===== src/rtl/sar_search_pkg.sv =====
// Shared types and helpers for the successive-approximation search controller.
package sar_search_pkg;

  typedef enum logic [1:0] {
    IDLE,
    STEP,
    VERIFY,
    FIN
  } state_t;

  typedef struct packed {
    logic valid;
    logic eq;
    logic gt;
    logic lt;
  } flags_t;

  // Counter is sized for the largest supported settle latency so one width serves every build.
  localparam int CMP_LAT_MAX = 7;
  localparam int CNT_W       = $clog2(CMP_LAT_MAX + 1);

  function automatic flags_t decode_flags(input logic eq, input logic gt, input logic lt);
    flags_t f;
    f.valid = (eq & ~gt & ~lt) | (~eq & gt & ~lt) | (~eq & ~gt & lt);
    f.eq    = eq;
    f.gt    = gt;
    f.lt    = lt;
    return f;
  endfunction

endpackage


===== src/rtl/sar_step_timer.sv =====
// Settle timer: reloads on step entry, flags the final cycle of each CMP_LAT+1 cycle window.
module sar_step_timer
  import sar_search_pkg::*;
#(
  parameter int CMP_LAT = 1
) (
  input  logic clk_i,
  input  logic rst_i,
  input  logic load_i,
  output logic sample_o
);

  logic [CNT_W-1:0] cnt_q, cnt_d;

  always_comb begin
    cnt_d = cnt_q;
    if (load_i) begin
      cnt_d = CNT_W'(CMP_LAT);
    end else if (cnt_q != '0) begin
      cnt_d = cnt_q - CNT_W'(1);
    end
  end

  always_ff @(posedge clk_i) begin
    if (rst_i) begin
      cnt_q <= '0;
    end else begin
      cnt_q <= cnt_d;
    end
  end

  assign sample_o = (cnt_q == '0);

endmodule


===== src/rtl/sar_search_ctrl.sv =====
// Binary-search initiator that recovers a hidden operand through an external comparator.
// Optional build macro SAR_EARLY_EXIT_EN: finish as soon as a step probe compares equal.
module sar_search_ctrl
  import sar_search_pkg::*;
#(
  parameter int WIDTH   = 4,
  parameter int CMP_LAT = 1
) (
  input  logic             clk_i,
  input  logic             rst_i,
  input  logic             start_i,
  output logic             busy_o,
  output logic             done_o,
  output logic [WIDTH-1:0] probe_o,
  input  logic             cmp_eq_i,
  input  logic             cmp_gt_i,
  input  logic             cmp_lt_i,
  output logic [WIDTH-1:0] result_o,
  output logic             found_o,
  output logic             err_o
);

  localparam int IDX_W = $clog2(WIDTH);
  localparam logic [WIDTH-1:0] ONE = WIDTH'(1);

  state_t           state_q, state_d;
  logic [WIDTH-1:0] acc_q, acc_d;
  logic [IDX_W-1:0] idx_q, idx_d;
  logic [WIDTH-1:0] probe_q, probe_d;
  logic [WIDTH-1:0] result_q, result_d;
  logic             busy_q, busy_d;
  logic             done_q, done_d;
  logic             found_q, found_d;
  logic             err_q, err_d;

  logic             sample;
  logic             timer_load;
  logic [WIDTH-1:0] bit_mask;
  flags_t           flags;

  assign bit_mask = ONE << idx_q;
  assign flags    = decode_flags(cmp_eq_i, cmp_gt_i, cmp_lt_i);

  sar_step_timer #(
    .CMP_LAT (CMP_LAT)
  ) u_timer (
    .clk_i    (clk_i),
    .rst_i    (rst_i),
    .load_i   (timer_load),
    .sample_o (sample)
  );

  always_ff @(posedge clk_i) begin
    if (rst_i) begin
      state_q <= IDLE;
    end else begin
      state_q <= state_d;
    end
  end

  always_comb begin
    state_d = state_q;
    unique case (state_q)
      IDLE: if (start_i) state_d = STEP;
      STEP: begin
        if (sample) begin
          if (!flags.valid) begin
            state_d = FIN;
`ifdef SAR_EARLY_EXIT_EN
          end else if (flags.eq) begin
            state_d = FIN;
`endif
          end else if (idx_q == '0) begin
            state_d = VERIFY;
          end
        end
      end
      VERIFY: if (sample) state_d = FIN;
      FIN:    state_d = IDLE;
      default: state_d = IDLE;
    endcase
  end

  // Bit decisions are pure set/clear; the next probe is formed before the shared register update.
  always_comb begin
    acc_d      = acc_q;
    idx_d      = idx_q;
    probe_d    = probe_q;
    result_d   = result_q;
    busy_d     = busy_q;
    done_d     = 1'b0;
    found_d    = found_q;
    err_d      = err_q;
    timer_load = 1'b0;
    unique case (state_q)
      IDLE: begin
        if (start_i) begin
          acc_d      = '0;
          found_d    = 1'b0;
          err_d      = 1'b0;
          result_d   = '0;
          idx_d      = IDX_W'(WIDTH - 1);
          probe_d    = ONE << (WIDTH - 1);
          busy_d     = 1'b1;
          timer_load = 1'b1;
        end
      end
      STEP: begin
        if (sample) begin
          if (!flags.valid) begin
            err_d   = 1'b1;
            found_d = 1'b0;
`ifdef SAR_EARLY_EXIT_EN
          end else if (flags.eq) begin
            acc_d   = probe_q;
            found_d = 1'b1;
`endif
          end else begin
            acc_d      = flags.lt ? (acc_q & ~bit_mask) : (acc_q | bit_mask);
            timer_load = 1'b1;
            if (idx_q == '0) begin
              probe_d = acc_d;
            end else begin
              idx_d   = idx_q - IDX_W'(1);
              probe_d = acc_d | (bit_mask >> 1);
            end
          end
        end
      end
      VERIFY: begin
        if (sample) begin
          err_d   = ~flags.valid;
          found_d = flags.valid & flags.eq;
        end
      end
      FIN: begin
        result_d = acc_q;
        done_d   = 1'b1;
        busy_d   = 1'b0;
      end
      default: ;
    endcase
  end

  always_ff @(posedge clk_i) begin
    if (rst_i) begin
      acc_q    <= '0;
      idx_q    <= '0;
      probe_q  <= '0;
      result_q <= '0;
      busy_q   <= 1'b0;
      done_q   <= 1'b0;
      found_q  <= 1'b0;
      err_q    <= 1'b0;
    end else begin
      acc_q    <= acc_d;
      idx_q    <= idx_d;
      probe_q  <= probe_d;
      result_q <= result_d;
      busy_q   <= busy_d;
      done_q   <= done_d;
      found_q  <= found_d;
      err_q    <= err_d;
    end
  end

  assign busy_o   = busy_q;
  assign done_o   = done_q;
  assign probe_o  = probe_q;
  assign result_o = result_q;
  assign found_o  = found_q;
  assign err_o    = err_q;

endmodule


===== config.mk =====
export PLATFORM = sky130hd
export DESIGN_NAME = sar_search_ctrl
export DESIGN_NICKNAME = d
export VERILOG_FILES = /design/src/rtl/sar_search_pkg.sv /design/src/rtl/sar_step_timer.sv /design/src/rtl/sar_search_ctrl.sv
export SDC_FILE = /design/constraint.sdc
export NUM_CORES = 1
export LEC_CHECK = 0
export BUFFER_PORTS_ARGS = -buffer_cell sky130_fd_sc_hd__buf_2
export CORE_MARGIN = 4
export CORE_UTILIZATION = 49
export CTS_BUF_LIST = sky130_fd_sc_hd__clkbuf_2
export DETAILED_ROUTE_END_ITERATION = 10
export MAX_ROUTING_LAYER = met4
export PLACE_DENSITY = 0.75
export SKIP_CTS_REPAIR_TIMING = 1
export SYNTH_ARGS = -nofsm -noshare
export SYNTH_HDL_FRONTEND = slang
export SYNTH_SLANG_ARGS = --single-unit

===== constraint.sdc =====
create_clock -name clk_i -period 2.2 [get_ports clk_i]
set_input_delay 0.44 -clock clk_i [delete_from_list [all_inputs] [get_ports clk_i]]
set_output_delay 0.44 -clock clk_i [all_outputs]
set_load 0.01 [all_outputs]

==> impl_results.md <==
* Mapped Area at 0.00126 mm²
* Clock Latency Late Sink at 330 ps
* Die H at 58.8 µm
* Hold endpoint: result_o[3]$_SDFFE_PP0P_
* Max Transition Viols Final at 0
* Post-Syn Instances at 147
* Register bit count reported by yosys at 23
* Vias per inst at 5.95
* Status: finished clean
* Setup Crit Path Kind: reg2reg
* Final setup TNS at 0 ps
* N_diodes at 0
* Post-route clock period utilization at 93.7%
* Max incr delay on CP at 510 ps
* Routability cong. at 0.803
* Max FO, Critical Path at 7
* Core Area at 0.00248 mm²
* Cell leakage power at 0.000598 µW
* CTS root buf: clkbuf_2
* Slew @ Worst Pin at 485 ps
* Slew Limit Headroom at 67.3%
* Fin nets at 181
* Placed Instance Area at 0.00136 mm²
* Sink Count at 23
* Drt total wl at 2.76 mm
* Crit. End Element: flip-flop
* CTS clk-pin slew, worst paths at 230 ps
* Multi-input logic area at 726 µm²
* Detail Route Antenna Nets at 0
* Aggregate global routing overflow at 0
* Residual DRC count at 0
* Cell Rows at 18
* Post-placement cell count at 190
* Via count at 1,155
* Worst hold path type: in2reg
* First-pass GRT wire length at 4.77 mm
* Minimum clock period at 2060 ps
* RSZ-0062 raised after global routing: false
* Setup-failing EPs final at 0
* Final core utilization at 55.8%
* Pwr/cell area at 1090 mW/mm²
* Reg2Reg Setup Slack at 140 ps
* TritonCTS clock tree: built
* I/O Buffers at 17
* Vias in the first global route at 1,154
* Hold Vio Cnt, Final at 0
* RR Startpoint: state_q[1]$_SDFFE_PP0P_
* Die area at 0.00345 mm²
* Post-Layout Cell Count at 194
* Post-route cell area at 0.00138 mm²
* Clk_skew at 13.6 ps
* Die X at 58.8 µm
* Crit-path slowest cell: or4_1
* Ports at 18
* Worst EP arrival at 2330 ps
* Clk buf depth at 2
* Bufs and invs on worst path at 1
* Filler cell count at 229
* WHS Path Cells at 2
* GRT Resource Usage Total at 17.7%
* FF-to-FF path depth at 6
* WL/cell at 14.2 µm
* Initial DRC count at 51
* Hold path startpoint: rst_i
* Synth Area per Inst at 8.59 µm²
* Syn nets at 163
* Async S/R FF share, synth at 0%
* First-pass detailed-route iteration total at 4
* Cell variety after synth at 46
* CTS H-tree depth at 1
* CP cell instances: inv_1, ha_1, or2_2, a21o_1, or4_1, a21oi_1
* EDFF count, synth at 0
* Max Freq at 0.485 GHz
* Post-DP HPWL at 2.09 mm
* Largest net degree at the start of global routing at 18
* Register area share after synthesis at 36.5%
* Most used DFF post-synth: dfxtp_1
* VDD IR max at 0.545 mV
* Synth warn at 0
* RR Endpoint: found_o$_SDFFE_PP0P_
* Worst EP required at 2470 ps
* Share of cells above drive strength 1 at 18.3%
* Antenna violations before repair at 0
* Register Area at 462 µm²
* Max-cap viol count at 0
* CTS buffer count at 3
* Synth-to-Final Area Change at 9.51%
* Hold_ws at 455 ps
* Worst Setup Start Kind: flip-flop
* Cell family with most CP delay: simple AND/OR/NAND/NOR gates
* Starting Density at 51.0%
report_power, final:
group | switching [µW] | internal [µW] | leakage, µW
sequential | 58.5 | 491 | 0.000188
clock | 128 | 48.1 | 0.0000166
combinational | 480 | 298 | 0.000393
total | 666 | 838 | 0.000598
through the flow:
stage	total power, µW	worst slack, ps
2_1_floorplan	1140	312
3_3_place_gp	1290	250
3_5_place_dp	1320	135
4_1_cts	1490	83.4
5_1_grt	1620	43.0
6_report	1500	139
placed cells by master, fill, tap and decap left out, drive strengths merged, types with 3 or more instances in the layout:
cell type / Yosys / layout
nor2b: 3 / 3
nand2: 12 / 12
dfxtp: 23 / 23
nor2: 11 / 11
clkbuf: 3 / 4
a22oi: 4 / 4
inv: 10 / 10
a31oi: 4 / 4
a21oi: 8 / 8
nand4: 3 / 3
buf: 3 / 19
ha: 10 / 10
o2111ai: 3 / 3
o21ai: 12 / 12
nand2b: 3 / 3
final cells by class:
class	count	area share (%)
tap	30	2.71
sequential	23	33.4
timing repair buffer	19	7.24
clock buffer	4	1.45
multi-input combinational	108	52.5
inverter	10	2.71
how the worst max path moves through the flow:
stage | startpoint | endpoint | slack [ps] | cells after the start
final | state_q[1]$_SDFFE_PP0P_ | found_o$_SDFFE_PP0P_ | 140 | 6
after global placement | state_q[1]$_SDFFE_PP0P_ | found_o$_SDFFE_PP0P_ | 250 | 6
after global routing | state_q[0]$_SDFFE_PP0P_ | found_o$_SDFFE_PP0P_ | 40 | 6
after floorplan | state_q[1]$_SDFFE_PP0P_ | found_o$_SDFFE_PP0P_ | 310 | 6
after CTS | state_q[1]$_SDFFE_PP0P_ | found_o$_SDFFE_PP0P_ | 80 | 6
after detailed placement | state_q[1]$_SDFFE_PP0P_ | found_o$_SDFFE_PP0P_ | 130 | 6
worst register-to-register path: cells and delay by family, from the launching register on:
kind	cells	cell delay [ps]
DFF	1	410
and+or+nand+nor	2	880
AOI/OAI and AO/OA	2	390
adders and majority gates	1	260
buffers and inverters	1	70
Yosys cell counts, types with 2 or more instances:
library cell | count | area share, %
a211oi_1 | 2 | 1.2
a21oi_1 | 8 | 3.2
a22oi_1 | 4 | 2.4
a31oi_1 | 4 | 2.0
and3_1 | 2 | 0.99
buf_6 | 2 | 1.8
clkbuf_1 | 3 | 0.89
dfxtp_1 | 23 | 36
ha_1 | 10 | 9.9
inv_1 | 10 | 3.0
nand2_1 | 12 | 3.6
nand2b_1 | 3 | 1.5
nand3_1 | 2 | 0.79
nand4_1 | 3 | 1.5
nor2_1 | 11 | 3.3
nor2b_1 | 3 | 1.5
o2111ai_1 | 3 | 2.1
o21ai_0 | 12 | 4.8
o221a_2 | 2 | 1.8
o22ai_1 | 2 | 0.99
sequential cells by signal, indices dropped and copies added, names as in the netlist:
signal,count
state_q,2
err_o,1
idx_q,2
busy_o,1
acc_q,4
u_timer.cnt_q,3
probe_o,4
found_o,1
result_o,4
done_o,1
per-layer routing:
metal	track usage, %	wire length [µm]	up-vias
met5	-	0	-
met4	7.12	44	0
met3	2.63	121	6
met2	29.2	1330	34
met1	21.6	1270	541
li1	-	-	574
cell families (layout without fill, tap and decap cells):
family                     after synthesis  after routing  synth area share, %
DFF                                     23             23                 36.5
muxes                                    2              2                 1.68
and+or+nand+nor                         44             44                 17.2
AOI/OAI and AO/OA                       50             50                 27.3
adders and majority gates               10             10                 9.91
xor gates and xnor gates                 2              2                 1.39
buffers and inverters                   16             33                 6.05
(Power assumes the default switching activity.)
